## config.mk

```make
export PLATFORM = sky130hd
export DESIGN_NAME = shifter_iter
export DESIGN_NICKNAME = d
export VERILOG_FILES = /design/src/rtl/shifter_iter.sv
export SDC_FILE = /design/constraint.sdc
export NUM_CORES = 1
export LEC_CHECK = 0
export BUFFER_PORTS_ARGS = -buffer_cell sky130_fd_sc_hd__clkbuf_2
export CORE_MARGIN = 3
export CORE_UTILIZATION = 45
export CTS_CLUSTER_SIZE = 8
export DETAILED_ROUTE_END_ITERATION = 6
export PLACE_DENSITY = 0.7
export SYNTH_ARGS = -nofsm -noshare
export SYNTH_HDL_FRONTEND = slang
export SYNTH_SLANG_ARGS = --single-unit
```

## constraint.sdc

```tcl
create_clock -name clk -period 3.1 [get_ports clk]
set_input_delay 0.465 -clock clk [delete_from_list [all_inputs] [get_ports clk]]
set_output_delay 0.465 -clock clk [all_outputs]
set_load 0.005 [all_outputs]
```

## src/rtl/shifter_iter.sv

```systemverilog
// shifter_iter: multi-cycle SLL/SRL/SRA/ROL/ROR unit for the ALU.
// The operand is shifted by at most STEP positions per clock until the
// requested amount (taken modulo XLEN) has been consumed. Operands arrive
// over a valid/ready handshake, and results leave over another one.
// The result is held in a register. out_valid qualifies that register.
module shifter_iter #(
  parameter int XLEN = 32,
  parameter int STEP = 1
) (
  input  logic            clk,
  input  logic            rst,
  input  logic            in_valid,
  output logic            in_ready,
  input  logic [4:0]      Instruction_to_ALU,
  input  logic [XLEN-1:0] ALU_dat1,
  input  logic [XLEN-1:0] ALU_dat2,
  output logic            out_valid,
  input  logic            out_ready,
  output logic [XLEN-1:0] Shifter_out
);

  localparam int SHW = $clog2(XLEN);

  // The largest per-cycle amount that can ever occur. The remaining count
  // is always < XLEN, so when STEP == XLEN a step never exceeds XLEN-1.
  localparam int MAXK = (STEP < XLEN) ? STEP : (XLEN - 1);

  // STEP widened by one bit so that STEP == XLEN is still representable.
  localparam logic [SHW:0] STEP_W = (SHW + 1)'(STEP);

  // ALU opcode encodings accepted by this unit.
  localparam logic [4:0] OP_SLL = 5'd8;
  localparam logic [4:0] OP_SRL = 5'd12;
  localparam logic [4:0] OP_SRA = 5'd13;
  localparam logic [4:0] OP_ROL = 5'd14;
  localparam logic [4:0] OP_ROR = 5'd15;

  typedef enum logic [1:0] {
    S_IDLE = 2'd0,
    S_BUSY = 2'd1,
    S_DONE = 2'd2
  } state_t;

  typedef enum logic [2:0] {
    K_SLL = 3'd0,
    K_SRL = 3'd1,
    K_SRA = 3'd2,
    K_ROL = 3'd3,
    K_ROR = 3'd4
  } kind_t;

  // Shift w by the elaboration-time constant k (0 < k < XLEN). Each call
  // is pure wiring. Only the selection between the amounts costs logic.
  function automatic logic [XLEN-1:0] shift_const(
    input kind_t           kind,
    input logic [XLEN-1:0] w,
    input int              k
  );
    logic [XLEN-1:0] res;
    case (kind)
      K_SLL:   res = w << k;
      K_SRL:   res = w >> k;
      K_SRA:   res = XLEN'($signed(w) >>> k);
      K_ROL:   res = (w << k) | (w >> (XLEN - k));
      K_ROR:   res = (w >> k) | (w << (XLEN - k));
      default: res = w;
    endcase
    return res;
  endfunction

  // Apply one step of amt positions (0..MAXK). This is a (MAXK+1)-way
  // select over constant shifts rather than a full barrel shifter.
  function automatic logic [XLEN-1:0] step_shift(
    input kind_t           kind,
    input logic [XLEN-1:0] w,
    input logic [SHW-1:0]  amt
  );
    logic [XLEN-1:0] res;
    res = w;
    for (int k = 1; k <= MAXK; k++) begin
      if (amt == SHW'(k)) begin
        res = shift_const(kind, w, k);
      end else begin
        res = res;
      end
    end
    return res;
  endfunction

  state_t          r_state;
  kind_t           r_kind;
  logic [XLEN-1:0] r_work;
  logic [SHW-1:0]  r_rem;
  logic            r_out_valid;
  logic [XLEN-1:0] r_result;

  kind_t           w_in_kind;
  logic            w_in_ok;
  logic [SHW-1:0]  w_in_amt;
  logic            w_rem_ge_step;
  logic [SHW-1:0]  w_amt;
  logic [SHW-1:0]  w_rem_next;
  logic [XLEN-1:0] w_work_step;
  logic            w_unused_dat2;

  // Only the low SHW bits of the amount matter. The rest are intentionally dropped.
  assign w_in_amt      = ALU_dat2[SHW-1:0];
  assign w_unused_dat2 = ^ALU_dat2[XLEN-1:SHW];

  // Decode the incoming opcode into a shift kind and a supported flag.
  always_comb begin
    w_in_kind = K_SLL;
    w_in_ok   = 1'b1;
    case (Instruction_to_ALU)
      OP_SLL:  w_in_kind = K_SLL;
      OP_SRL:  w_in_kind = K_SRL;
      OP_SRA:  w_in_kind = K_SRA;
      OP_ROL:  w_in_kind = K_ROL;
      OP_ROR:  w_in_kind = K_ROR;
      default: w_in_ok   = 1'b0;
    endcase
  end

  // Compute the amount and partial result for the current BUSY step.
  always_comb begin
    w_rem_ge_step = ({1'b0, r_rem} >= STEP_W);
    if (w_rem_ge_step) begin
      w_amt = STEP_W[SHW-1:0];
    end else begin
      w_amt = r_rem;
    end
    w_rem_next  = r_rem - w_amt;
    w_work_step = step_shift(r_kind, r_work, w_amt);
  end

  // Control FSM and datapath registers. Reset takes priority over everything.
  always_ff @(posedge clk) begin
    if (rst) begin
      r_state     <= S_IDLE;
      r_kind      <= K_SLL;
      r_work      <= '0;
      r_rem       <= '0;
      r_out_valid <= 1'b0;
      r_result    <= '0;
    end else begin
      case (r_state)
        S_IDLE: begin
          if (in_valid) begin
            r_kind <= w_in_kind;
            r_rem  <= w_in_amt;
            if (!w_in_ok) begin
              // Unsupported opcodes complete immediately with a zero result.
              r_work      <= '0;
              r_result    <= '0;
              r_out_valid <= 1'b1;
              r_state     <= S_DONE;
            end else if (w_in_amt == '0) begin
              r_work      <= ALU_dat1;
              r_result    <= ALU_dat1;
              r_out_valid <= 1'b1;
              r_state     <= S_DONE;
            end else begin
              r_work  <= ALU_dat1;
              r_state <= S_BUSY;
            end
          end else begin
            r_state <= S_IDLE;
          end
        end
        S_BUSY: begin
          r_work <= w_work_step;
          r_rem  <= w_rem_next;
          if (w_rem_next == '0) begin
            r_result    <= w_work_step;
            r_out_valid <= 1'b1;
            r_state     <= S_DONE;
          end else begin
            r_state <= S_BUSY;
          end
        end
        S_DONE: begin
          if (out_ready) begin
            r_out_valid <= 1'b0;
            r_state     <= S_IDLE;
          end else begin
            r_state <= S_DONE;
          end
        end
        default: begin
          r_out_valid <= 1'b0;
          r_state     <= S_IDLE;
        end
      endcase
    end
  end

  // in_ready drops in the same cycle that rst rises, so it is gated by rst directly.
  assign in_ready    = (r_state == S_IDLE) && !rst;
  assign out_valid   = r_out_valid;
  assign Shifter_out = r_result;

endmodule

```

==> results of run 1 <==
final cells by class:
class	count	share of cell area [%]
Clock buffer	9	2.52
Clock inverter	7	2.52
Inverter	6	0.459
Multi-Input combinational cell	371	49.5
Sequential cell	75	30.6
Tap cell	108	2.75
Timing Repair Buffer	101	11.7
registers in the layout (all words and copies together), names as in the netlist:
register and flops:
out_valid 1, r_state 2, r_rem 5, Shifter_out 32, r_kind 3, r_work 32
cell families after synthesis:
family	share of synthesized area, %
buffers and inverters	6.08
DFF	36.1
xor gates and xnor gates	0.633
muxes	8.13
and+or+nand+nor	22.3
AOI/OAI and AO/OA	25.9
adders and majority gates	0.843
path summary, 6_finish.rpt:
check,from,to,slack (ns)
setup / recovery,r_rem[3],Shifter_out[21],0.30
hold / removal,ALU_dat1[9],r_work[9],0.37
setup reg to reg,r_rem[3],Shifter_out[21],0.30
hold reg to reg,Shifter_out[14],Shifter_out[14],0.49
worst max-delay path, stage by stage (launching register included):
cell and delay, ns:
sky130_fd_sc_hd__dfxtp_1 0.42, sky130_fd_sc_hd__nor2_1 0.10, sky130_fd_sc_hd__and2_1 0.19, sky130_fd_sc_hd__nor2_1 0.17
sky130_fd_sc_hd__inv_1 0.07, sky130_fd_sc_hd__ha_1 0.19, sky130_fd_sc_hd__and4bb_2 0.25, sky130_fd_sc_hd__a22oi_4 0.16
sky130_fd_sc_hd__a2bb2oi_4 0.60, sky130_fd_sc_hd__buf_4 0.28, sky130_fd_sc_hd__a211oi_1 0.06, sky130_fd_sc_hd__nor3_1 0.22
metal layers:
layer | GRT usage (%) | up-vias | part of all wire [%] | wire [µm]
met5 | 0 | - | 0 | 0
met4 | 6.86 | 0 | 1.4 | 167
met3 | 4.10 | 15 | 7.0 | 816
met2 | 35.0 | 174 | 46 | 5390
met1 | 32.9 | 1908 | 46 | 5350
li1 | - | 1991 | - | -
power by group:
part | internal, mW | switching (mW)
sequential | 1.02 | 0.0449
clock | 0.542 | 0.409
combinational | 0.218 | 0.299
total | 1.78 | 0.752
cell usage in the layout (no fill, tap or decap), types with 3 or more instances in the layout:
master and instances:
sky130_fd_sc_hd__a311oi_1 3, sky130_fd_sc_hd__nand3_1 3, sky130_fd_sc_hd__nor3_2 6, sky130_fd_sc_hd__a32oi_1 3, sky130_fd_sc_hd__dfxtp_1 75, sky130_fd_sc_hd__a211oi_2 11
sky130_fd_sc_hd__buf_4 21, sky130_fd_sc_hd__o22ai_1 29, sky130_fd_sc_hd__nand2_1 70, sky130_fd_sc_hd__o221ai_1 4, sky130_fd_sc_hd__nor3b_1 3, sky130_fd_sc_hd__a21oi_1 9
sky130_fd_sc_hd__a211oi_1 20, sky130_fd_sc_hd__bufinv_16 3, sky130_fd_sc_hd__nor2_1 78, sky130_fd_sc_hd__a222oi_1 29, sky130_fd_sc_hd__o21ai_0 3, sky130_fd_sc_hd__clkbuf_2 79
sky130_fd_sc_hd__clkbuf_8 9, sky130_fd_sc_hd__nor3_1 30, sky130_fd_sc_hd__inv_1 6, sky130_fd_sc_hd__a22oi_1 3, sky130_fd_sc_hd__mux2_2 30
stage by stage:
stage | std cells | TNS [ns]
2_1_floorplan | 500 | 0
3_5_place_dp | 661 | -0.00670
5_1_grt | 677 | 0
6_report | 677 | 0
4_1_cts | 677 | 0
3_3_place_gp | 661 | 0
==> summary.json, run 1 <==
{
  "start_util_pct": 46.9,
  "ant_nets": 0,
  "slew_viol_final": 0,
  "core.rowCount": 34,
  "timing_hold_violations_final": 0,
  "post-synth-top-area-cell": "sky130_fd_sc_hd__dfxtp_1",
  "holdCritPathClass": "input port to register",
  "cts_resized": 1,
  "ys_top_cells_by_count": "sky130_fd_sc_hd__nor2_1, sky130_fd_sc_hd__dfxtp_1, sky130_fd_sc_hd__nand2_1",
  "grt_pass1_wl_um": 19200,
  "detail_route.wl_per_cell_um": 17.3,
  "globalRouteOverflowTotal": 0,
  "synth.yosys.seq_area_share_pct": 36.1,
  "required_time_worst_endpoint_ns": 3.38,
  "number_of_antenna_diodes": 0,
  "netlist_area_um2": 4150,
  "post_cts_hold_buffer_count": 0,
  "largest_net_degree_at_the_start_of_global_routing": 60,
  "clock-skew-final_ns": 0.0110,
  "post_synth_inst_count": 500,
  "cts_buffers": 9,
  "ff2ff_path_depth": 11,
  "synthFlopType": "sky130_fd_sc_hd__dfxtp_1",
  "grt_usage_pct": 22.9,
  "grt_antenna_before_repair": 0,
  "vias_per_cell": 6.04,
  "ioPinCount": 107,
  "die_w_um": 102,
  "route.final.wire_length_um": 11700,
  "transition_time_at_the_pin_with_the_least_slew_margin_ns": 0.748,
  "root_buffer": "sky130_fd_sc_hd__clkbuf_8",
  "period_share_pct": 90.2,
  "area_growth_pct": 18.2,
  "cp_data_arrival_time_ns": 3.07,
  "synthDominantCellAreaShare_pct": 36.1,
  "worstSkewPairLatency_ns": 0.36,
  "fp.dieH_um": 102,
  "critPathLaunchType": "register",
  "worst_vdd_ir_mv": 0.270,
  "design_area_um2": 4910,
  "cp_endpoint_kind": "register",
  "utilization_pct": 55.5,
  "n_fill_cell": 858,
  "static-leakage-power_nw": 2.00,
  "core-area_um2": 8850,
  "total_power_density_per_cell_area_nw_per_um2": 516,
  "syn_avg_cell_area_um2": 8.31,
  "timing.final.crit_period_ns": 2.80,
  "max_slew_margin_pct": 49.9,
  "dpl_cell_area_um2": 4650,
  "async_reset_ff_share_pct": 0,
  "synthesized_net_count": 575,
  "place_ws_ns": -0.00670,
  "yosysMostFrequentCell": "sky130_fd_sc_hd__nor2_1",
  "initial_detailed_routing_violation_count": 448,
  "drc": 3,
  "achievable-frequency_mhz": 358,
  "synth_enable_flop_cells": 0,
  "finalSetupViolCount": 0,
  "cts_setup_buffers": 0,
  "whs_ns": 0.374,
  "grt_pass1_vias": 3831,
  "tritoncts_clock_tree": "built",
  "netlist-cell-type-count": 48,
  "power_mw": 2.53,
  "via_count": 4088,
  "final_nets": 639,
  "yosysWarningCount": 0,
  "seqCellArea_um2": 1500,
  "max_cap_violations": 0,
  "cts_buffer_depth": 2,
  "synth_top_cells_by_area": "sky130_fd_sc_hd__dfxtp_1, sky130_fd_sc_hd__mux2_2, sky130_fd_sc_hd__nor2_1, sky130_fd_sc_hd__a222oi_1, sky130_fd_sc_hd__nand2_1",
  "die-area_um2": 10400,
  "fin_ws_ns": 0.305,
  "path_max_fanout": 22,
  "first_pass_iteration_count_of_the_detailed_router": 7,
  "violations": "design-rule violations",
  "hold_path_depth": 3,
  "dp.final_hpwl_um": 7560,
  "number_of_synthesized_register_bits": 75,
  "setup_repair_after_global_routing_missed_its_margin": "false",
  "clkSinkCount": 75,
  "place_congestion": 0.824,
  "clkTransAtPathRegs_ns": 0.09,
  "timing_worst_setup_path_type": "register to register",
  "fraction_of_final_layout_cells_sized_beyond_drive_strength_1_pct": 31.5,
  "htree_levels": 3,
  "footprint_of_the_multi_input_gates_um2": 2430,
  "status": "complete, but fails checks",
  "io_buffer_count": 79
}
Power figures use the tool's default switching activity.
==> run 2: changes to the inputs <==
--- a/config.mk
+++ b/config.mk
@@ -7,10 +7,9 @@
 export LEC_CHECK = 0
 export BUFFER_PORTS_ARGS = -buffer_cell sky130_fd_sc_hd__clkbuf_2
 export CORE_MARGIN = 3
-export CORE_UTILIZATION = 45
+export CORE_UTILIZATION = 40
 export CTS_CLUSTER_SIZE = 8
 export DETAILED_ROUTE_END_ITERATION = 6
-export PLACE_DENSITY = 0.7
 export SYNTH_ARGS = -nofsm -noshare
 export SYNTH_HDL_FRONTEND = slang
 export SYNTH_SLANG_ARGS = --single-unit
==> run 2 against run 1 <==
Setup slack improved by 0.085 ns. The flow still finishes with violations (design-rule violations). Critical path type unchanged. Wire length up 3.1%. Via count is 1.1% higher.
==> summary.json, run 2 (synthesized netlist as in run 1, its figures left out) <==
{
  "achievable-frequency": {"value": 369, "unit": "MHz", "change": "+3.1%"},
  "path_cells": "nor3_2 > and2_1 > nor2_1 > ha_1 > nor4b_2 > a22oi_4 > a2bb2oi_4 > buf_12 > a211oi_1 > nor3_1",
  "start_util": {"value": 41.7, "unit": "%", "change": "-5.2 points"},
  "area_growth_pct": 17.9,
  "core.rowCount": {"value": 36, "change": "+5.9%"},
  "buf_inv_stages_crit_path": {"value": 1, "change": "-1"},
  "drc": {"value": 2, "change": "-1"},
  "largest_net_degree_at_the_start_of_global_routing": {"value": 75, "change": "+25%"},
  "tritoncts_clock_tree": "built",
  "comb_power_share": {"value": 22.4, "unit": "%", "change": "+2.0 points"},
  "timing.critical_path.slowest_cell_delay": {"value": 0.53, "unit": "ns", "change": "-0.07 ns"},
  "clock-skew-final": {"value": 0.00837, "unit": "ns", "change": "-0.00266 ns"},
  "place_congestion": {"value": 0.809, "change": "-1.8%"},
  "seq_power_share": {"value": 45.5, "unit": "%", "change": "+3.4 points"},
  "timing.critical_path.from": "r_rem[2]",
  "power.share.switching": {"value": 30.2, "unit": "%", "change": "+0.51 points"},
  "critPathSlowestCell": "sky130_fd_sc_hd__a2bb2oi_4",
  "grt_pass1_wl": {"value": 19700, "unit": "µm", "change": "+2.4%"},
  "timing.final.crit_period": {"value": 2.71, "unit": "ns", "change": "-0.0847 ns"},
  "total_power_density_per_cell_area": {"value": 479, "unit": "nW/µm²", "change": "-7.2%"},
  "required_time_worst_endpoint": {"value": 3.37, "unit": "ns", "change": "about the same"},
  "violations": "design-rule violations",
  "cp_endpoint_kind": "register",
  "cts_buffers": {"value": 9, "change": "unchanged"},
  "grt_pass1_vias": {"value": 3853, "change": "+0.57%"},
  "setup_tns": {"value": 0, "unit": "ns", "change": "unchanged"},
  "period_share": {"value": 87.4, "unit": "%", "change": "-2.7 points"},
  "dp.final_hpwl": {"value": 7840, "unit": "µm", "change": "+3.7%"},
  "grt-busiest-layer": "met2",
  "clkSinkCount": {"value": 75, "change": "unchanged"},
  "holdCritPathClass": "input port to register",
  "max_slew_margin": {"value": 55.4, "unit": "%", "change": "+5.5 points"},
  "path_max_fanout": {"value": 17, "change": "-23%"},
  "ant_nets": {"value": 0, "change": "unchanged"},
  "die-area": {"value": 11600, "unit": "µm²", "change": "+12%"},
  "critPathLaunchType": "register",
  "commonest_cells_after_routing_fill_and_taps_aside": "sky130_fd_sc_hd__clkbuf_2, sky130_fd_sc_hd__nor2_1, sky130_fd_sc_hd__dfxtp_1",
  "via_count": {"value": 4132, "change": "+1.1%"},
  "transition_time_at_the_pin_with_the_least_slew_margin": {"value": 0.669, "unit": "ns", "change": "-0.0793 ns"},
  "timing_worst_setup_path_type": "register to register",
  "n_fill_cell": {"value": 1005, "change": "+17%"},
  "fp.dieH": {"value": 108, "unit": "µm", "change": "+5.7%"},
  "cpLargestDelayFamily": "compound AO/OA/AOI/OAI gates",
  "static-leakage-power": {"value": 1.98, "unit": "nW", "change": "-1.0%"},
  "root_buffer": "sky130_fd_sc_hd__clkbuf_8",
  "status": "complete, but fails checks",
  "slew_viol_final": {"value": 0, "change": "unchanged"},
  "post_cts_hold_buffer_count": {"value": 0, "change": "unchanged"},
  "detail_route.wl_per_cell": {"value": 17.2, "unit": "µm", "change": "-0.46%"},
  "final_nets": {"value": 638, "change": "-0.16%"},
  "groute.layer.met3.usage": {"value": 4.02, "unit": "%", "change": "-0.076 points"},
  "grt_antenna_before_repair": {"value": 0, "change": "unchanged"},
  "worst_vdd_ir": {"value": 0.176, "unit": "mV", "change": "-35%"},
  "final_common_cell": "sky130_fd_sc_hd__clkbuf_2",
  "timing_hold_violations_final": {"value": 0, "change": "unchanged"},
  "power.switching": {"value": 0.709, "unit": "mW", "change": "-5.8%"},
  "grt_usage": {"value": 20.9, "unit": "%", "change": "-1.9 points"},
  "cp_data_arrival_time": {"value": 2.98, "unit": "ns", "change": "-0.09 ns"},
  "rr_startpoint": "r_rem[2]",
  "worstSkewPairLatency": {"value": 0.35, "unit": "ns", "change": "about the same"},
  "vias_per_cell": {"value": 5.89, "change": "-2.4%"},
  "fraction_of_final_layout_cells_sized_beyond_drive_strength_1": {"value": 30.6, "unit": "%", "change": "-0.82 points"},
  "cts_buffer_depth": {"value": 2, "change": "unchanged"},
  "grt.met2_usage": {"value": 31.4, "unit": "%", "change": "-3.5 points"},
  "power_report.internal_total": {"value": 1.64, "unit": "mW", "change": "-8.0%"},
  "initial_detailed_routing_violation_count": {"value": 466, "change": "+4.0%"},
  "core-area": {"value": 9950, "unit": "µm²", "change": "+12%"},
  "whs": {"value": 0.389, "unit": "ns", "change": "+0.0150 ns"},
  "hold_start": "ALU_dat1[22]",
  "grt_use_met1": {"value": 30.4, "unit": "%", "change": "-2.5 points"},
  "htree_levels": {"value": 3, "change": "unchanged"},
  "io_buffer_count": {"value": 79, "change": "unchanged"},
  "setup_repair_after_global_routing_missed_its_margin": "false",
  "ioPinCount": {"value": 107, "change": "unchanged"},
  "number_of_antenna_diodes": {"value": 0, "change": "unchanged"},
  "die_w": {"value": 108, "unit": "µm", "change": "+5.7%"},
  "globalRouteOverflowTotal": {"value": 0, "change": "unchanged"},
  "route.final.wire_length": {"value": 12100, "unit": "µm", "change": "+3.1%"},
  "first_pass_iteration_count_of_the_detailed_router": {"value": 7, "change": "unchanged"},
  "finalSetupViolCount": {"value": 0, "change": "unchanged"},
  "max_cap_violations": {"value": 0, "change": "unchanged"},
  "clkTransAtPathRegs": {"value": 0.08, "unit": "ns", "change": "about the same"},
  "part_of_the_total_power_dissipated_in_the_clock_network": {"value": 32.1, "unit": "%", "change": "-5.4 points"}
}
-- run 2: cell types whose count changed in the layout (fill, tap and decap cells not counted) --
cell	change
sky130_fd_sc_hd__clkbuf_1	+4
sky130_fd_sc_hd__buf_4	-3
sky130_fd_sc_hd__buf_12	+2
sky130_fd_sc_hd__bufinv_16	-2
sky130_fd_sc_hd__inv_6	-2
sky130_fd_sc_hd__clkbuf_8	+1
sky130_fd_sc_hd__clkinv_2	+1
sky130_fd_sc_hd__clkinv_4	-1
sky130_fd_sc_hd__clkinvlp_4	-1
-- run 2: final cells by class --
class	count	area (µm²)	area share [%]
multi-input combinational	371	2430	49.6
timing repair buffer	100	591	12.1
tap	133	166	3.40
clock buffer	14	153	3.12
sequential	75	1500	30.7
clock inverter	2	35.0	0.715
inverter	6	22.5	0.460
-- run 2: power groups by stage --
stage / clock network, mW / logic [mW] / registers [mW]
global placement: 0 / 0.514 / 1.09
global route: 0.817 / 0.581 / 1.08
finish: 0.754 / 0.525 / 1.07
floorplan: 0 / 0.328 / 1.08
detailed placement: 0 / 0.520 / 1.09
CTS: 0.777 / 0.523 / 1.07
-- run 2: stage by stage --
step	setup slack, ns	util, %	power [mW]	cell area, µm²	cells
3_3_place_gp	0.218	47.2	1.60	4700	685
6_report	0.389	49.2	2.35	4900	701
5_1_grt	0.0992	49.2	2.48	4900	701
3_5_place_dp	0.158	47.2	1.61	4700	685
2_1_floorplan	0.770	-	1.41	4150	500
4_1_cts	0.123	49.1	2.37	4890	701
-- run 2: path summary, 6_finish.rpt --
check	to	slack (ns)	depth (start not counted)
worst max-delay path	Shifter_out[21]	0.39	10
worst max register to register	Shifter_out[21]	0.39	10
worst min-delay path	r_work[22]	0.39	3
worst min register to register	Shifter_out[24]	0.49	2
-- run 2: per-layer routing --
| metal | vias to the layer above | share of wire (%) |
|---|---|---|
| met5 | - | 0 |
| met4 | 0 | 0.91 |
| met3 | 9 | 6.4 |
| met2 | 155 | 45 |
| met1 | 1984 | 47 |
| li1 | 1984 | - |
-- run 2: repair_timing --
action | CTS | global route
endpoints found under the hold margin | 0 | 0
resized for setup | 0 | 1
endpoints found under the setup margin | 0 | 19
setup buffers | 0 | 0
-- run 2: tightest hold or removal path, delay by kind of cell --
kind / cells / cell delay [ns]
and+or+nand+nor: 1 / 0.06
AOI/OAI and AO/OA: 1 / 0.06
buffers and inverters: 1 / 0.11
==> run 3: changes to the inputs <==
--- a/config.mk
+++ b/config.mk
@@ -6,6 +6,7 @@
 export NUM_CORES = 1
 export LEC_CHECK = 0
 export BUFFER_PORTS_ARGS = -buffer_cell sky130_fd_sc_hd__clkbuf_2
+export CORE_ASPECT_RATIO = 2
 export CORE_MARGIN = 3
 export CORE_UTILIZATION = 40
 export CTS_CLUSTER_SIZE = 8
==> constraint.sdc (replaced) <==
create_clock -name clk -period 3.1 [get_ports clk]
set_input_delay 0.465 -clock clk [delete_from_list [all_inputs] [get_ports clk]]
set_output_delay 0.465 -clock clk [all_outputs]
set_load 0.1 [all_outputs]
==> run 3 against run 2 <==
The run now ends clean. Cell area grew 2.3%. Sequential cell count is the same. Clock skew shrank 0.0019 ns. Die area grew 0.64%. Cell count grew 0.43%. Maximum frequency shrank 0.71%. Worst hold slack gained 0.0071 ns. Largest power group unchanged.
==> summary.json, run 3 (synthesized netlist as in run 1, its figures left out) <==
{
  "detail_route.wl_per_cell": {"value": 18.1, "unit": "µm", "change": "+4.7%"},
  "worst_vdd_ir": {"value": 0.358, "unit": "mV", "change": "+100%"},
  "tritoncts_clock_tree": "built",
  "holdCritPathClass": "input port to register",
  "fraction_of_final_layout_cells_sized_beyond_drive_strength_1": {"value": 31.3, "unit": "%", "change": "+0.65 points"},
  "total_power_density_per_cell_area": {"value": 580, "unit": "nW/µm²", "change": "+21%"},
  "final_common_cell": "sky130_fd_sc_hd__clkbuf_2",
  "timing_worst_setup_path_type": "register to register",
  "route.final.wire_length": {"value": 12700, "unit": "µm", "change": "+5.2%"},
  "drc": {"value": 0, "change": "-2"},
  "ff2ff_path_depth": {"value": 10, "change": "unchanged"},
  "die_w": {"value": 78.1, "unit": "µm", "change": "-28%"},
  "timing.final.crit_period": {"value": 2.73, "unit": "ns", "change": "+0.0192 ns"},
  "max_slew_margin": {"value": 45.3, "unit": "%", "change": "-10 points"},
  "globalRouteOverflowTotal": {"value": 0, "change": "unchanged"},
  "io_buffer_count": {"value": 79, "change": "unchanged"},
  "timing_hold_violations_final": {"value": 0, "change": "unchanged"},
  "grt_pass1_vias": {"value": 4113, "change": "+6.7%"},
  "clock-skew-final": {"value": 0.00644, "unit": "ns", "change": "-0.00192 ns"},
  "setup_repair_after_global_routing_missed_its_margin": "false",
  "vias_per_cell": {"value": 5.98, "change": "+1.5%"},
  "cts_buffer_depth": {"value": 2, "change": "unchanged"},
  "worstSkewPairLatency": {"value": 0.34, "unit": "ns", "change": "about the same"},
  "worst-r2r-setup-slack": {"value": 0.37, "unit": "ns", "change": "-0.02 ns"},
  "n_fill_cell": {"value": 1018, "change": "+1.3%"},
  "start_util": {"value": 40.9, "unit": "%", "change": "-0.80 points"},
  "dp.final_hpwl": {"value": 8430, "unit": "µm", "change": "+7.5%"},
  "period_share": {"value": 88.1, "unit": "%", "change": "+0.62 points"},
  "slew_viol_final": {"value": 0, "change": "unchanged"},
  "fp.dieH": {"value": 150, "unit": "µm", "change": "+39%"},
  "grt_pass1_wl": {"value": 20100, "unit": "µm", "change": "+1.9%"},
  "place_ws": {"value": 0.156, "unit": "ns", "change": "-0.00235 ns"},
  "seqCellArea": {"value": 1500, "unit": "µm²", "change": "unchanged"},
  "ant_nets": {"value": 0, "change": "unchanged"},
  "initial_detailed_routing_violation_count": {"value": 374, "change": "-20%"},
  "rr_startpoint": "r_rem[0]",
  "htree_levels": {"value": 3, "change": "unchanged"},
  "cts_buffers": {"value": 9, "change": "unchanged"},
  "number_of_antenna_diodes": {"value": 0, "change": "unchanged"},
  "static-leakage-power": {"value": 2.03, "unit": "nW", "change": "+2.6%"},
  "core-area": {"value": 10100, "unit": "µm²", "change": "+2.0%"},
  "critPathLaunchType": "register",
  "first_pass_iteration_count_of_the_detailed_router": {"value": 6, "change": "-1"},
  "commonest_cells_after_routing_fill_and_taps_aside": "sky130_fd_sc_hd__clkbuf_2, sky130_fd_sc_hd__nor2_1, sky130_fd_sc_hd__dfxtp_1",
  "die-area": {"value": 11700, "unit": "µm²", "change": "+0.64%"},
  "clkTransAtPathRegs": {"value": 0.06, "unit": "ns", "change": "-0.02 ns"},
  "fin_ws": {"value": 0.370, "unit": "ns", "change": "-0.0192 ns"},
  "place_congestion": {"value": 0.805, "change": "-0.46%"},
  "achievable-frequency": {"value": 366, "unit": "MHz", "change": "-0.71%"},
  "clkSinkCount": {"value": 75, "change": "unchanged"},
  "finalSetupViolCount": {"value": 0, "change": "unchanged"},
  "area_growth_pct": 20.7,
  "grt_antenna_before_repair": {"value": 0, "change": "unchanged"},
  "cp_endpoint_kind": "register",
  "final_nets": {"value": 640, "change": "+0.31%"},
  "transition_time_at_the_pin_with_the_least_slew_margin": {"value": 0.821, "unit": "ns", "change": "+0.152 ns"},
  "cp_data_arrival_time": {"value": 2.92, "unit": "ns", "change": "-0.06 ns"},
  "footprint_of_the_multi_input_gates": {"value": 2440, "unit": "µm²", "change": "+0.31%"},
  "max_cap_violations": {"value": 0, "change": "unchanged"},
  "whs": {"value": 0.396, "unit": "ns", "change": "+0.00707 ns"},
  "grt_usage": {"value": 21.8, "unit": "%", "change": "+0.83 points"},
  "ioPinCount": {"value": 107, "change": "unchanged"},
  "timing.critical_path.from": "r_rem[0]",
  "crit_end": "Shifter_out[8]",
  "core.rowCount": {"value": 52, "change": "+44%"},
  "reg2reg_to": "Shifter_out[8]",
  "root_buffer": "sky130_fd_sc_hd__clkbuf_16",
  "setup_tns": {"value": 0, "unit": "ns", "change": "unchanged"},
  "path_max_fanout": {"value": 16, "change": "-1"},
  "largest_net_degree_at_the_start_of_global_routing": {"value": 75, "change": "unchanged"},
  "required_time_worst_endpoint": {"value": 3.29, "unit": "ns", "change": "-0.08 ns"},
  "cts_setup_buffers": {"value": 0, "change": "unchanged"},
  "via_count": {"value": 4213, "change": "+2.0%"},
  "status": "finished, final reports clean",
  "utilization": {"value": 49.4, "unit": "%", "change": "+0.18 points"}
}
run 3: power breakdown:
| part | leakage, nW | switching [mW] | internal [mW] |
|---|---|---|---|
| Sequential | 0.613 | 0.0458 | 1.02 |
| Combinational | 1.29 | 0.612 | 0.217 |
| Clock | 0.136 | 0.391 | 0.617 |
run 3: through the flow:
| stage | instance area [µm²] | total power [mW] | std cells |
|---|---|---|---|
| 2_1_floorplan | 4160 | 1.72 | 500 |
| 3_3_place_gp | 4720 | 1.90 | 689 |
| 3_5_place_dp | 4720 | 1.91 | 689 |
| 4_1_cts | 5000 | 2.93 | 704 |
| 5_1_grt | 5010 | 3.02 | 704 |
| 6_report | 5010 | 2.91 | 704 |
run 3: per-layer routing:
| metal | vias to the layer above | wire, µm | GRT usage (%) |
|---|---|---|---|
| li1 | 1998 | - | - |
| met1 | 2022 | 4750 | 23.4 |
| met2 | 173 | 6980 | 40.5 |
| met3 | 20 | 715 | 4.19 |
| met4 | 0 | 260 | 9.81 |
| met5 | - | 0 | 0 |
run 3: layout make-up:
type / count / area share [%]
clock buffers: 12 / 4.72
clock inverters: 3 / 0.799
inverters: 6 / 0.449
multi-input cells: 371 / 48.6
flip-flops and latches: 75 / 30.0
well taps: 135 / 3.37
repair buffers: 102 / 12.1
run 3: worst min-delay path by stage:
stage                    start              end  slack [ns]  depth (start not counted)
2_1_floorplan         r_rem[0]         r_rem[0]        0.47                          2
3_3_place_gp   Shifter_out[14]  Shifter_out[14]        0.48                          2
3_5_place_dp   Shifter_out[15]  Shifter_out[15]        0.48                          2
4_1_cts           ALU_dat1[22]       r_work[22]        0.39                          3
5_1_grt            ALU_dat2[1]         r_rem[1]        0.41                          3
6_report          ALU_dat1[22]       r_work[22]        0.40                          3
run 3: what timing repair did:
item                                   4_1_cts  5_1_grt
endpoints found under the hold margin        0        0
setup endpoints to repair                    0       11
hold buffers                                 0        0
resized for setup                            0        1
run 3: worst max-delay path: stages (launching register included):
cell and delay, ns:
sky130_fd_sc_hd__dfxtp_1 0.33, sky130_fd_sc_hd__nor3_2 0.30, sky130_fd_sc_hd__and2_1 0.19, sky130_fd_sc_hd__nor2_1 0.07, sky130_fd_sc_hd__ha_1 0.28, sky130_fd_sc_hd__nor4b_2 0.33, sky130_fd_sc_hd__a22oi_4 0.15, sky130_fd_sc_hd__a2bb2oi_4 0.25
sky130_fd_sc_hd__buf_4 0.27, sky130_fd_sc_hd__a211oi_1 0.30, sky130_fd_sc_hd__nor3_1 0.09
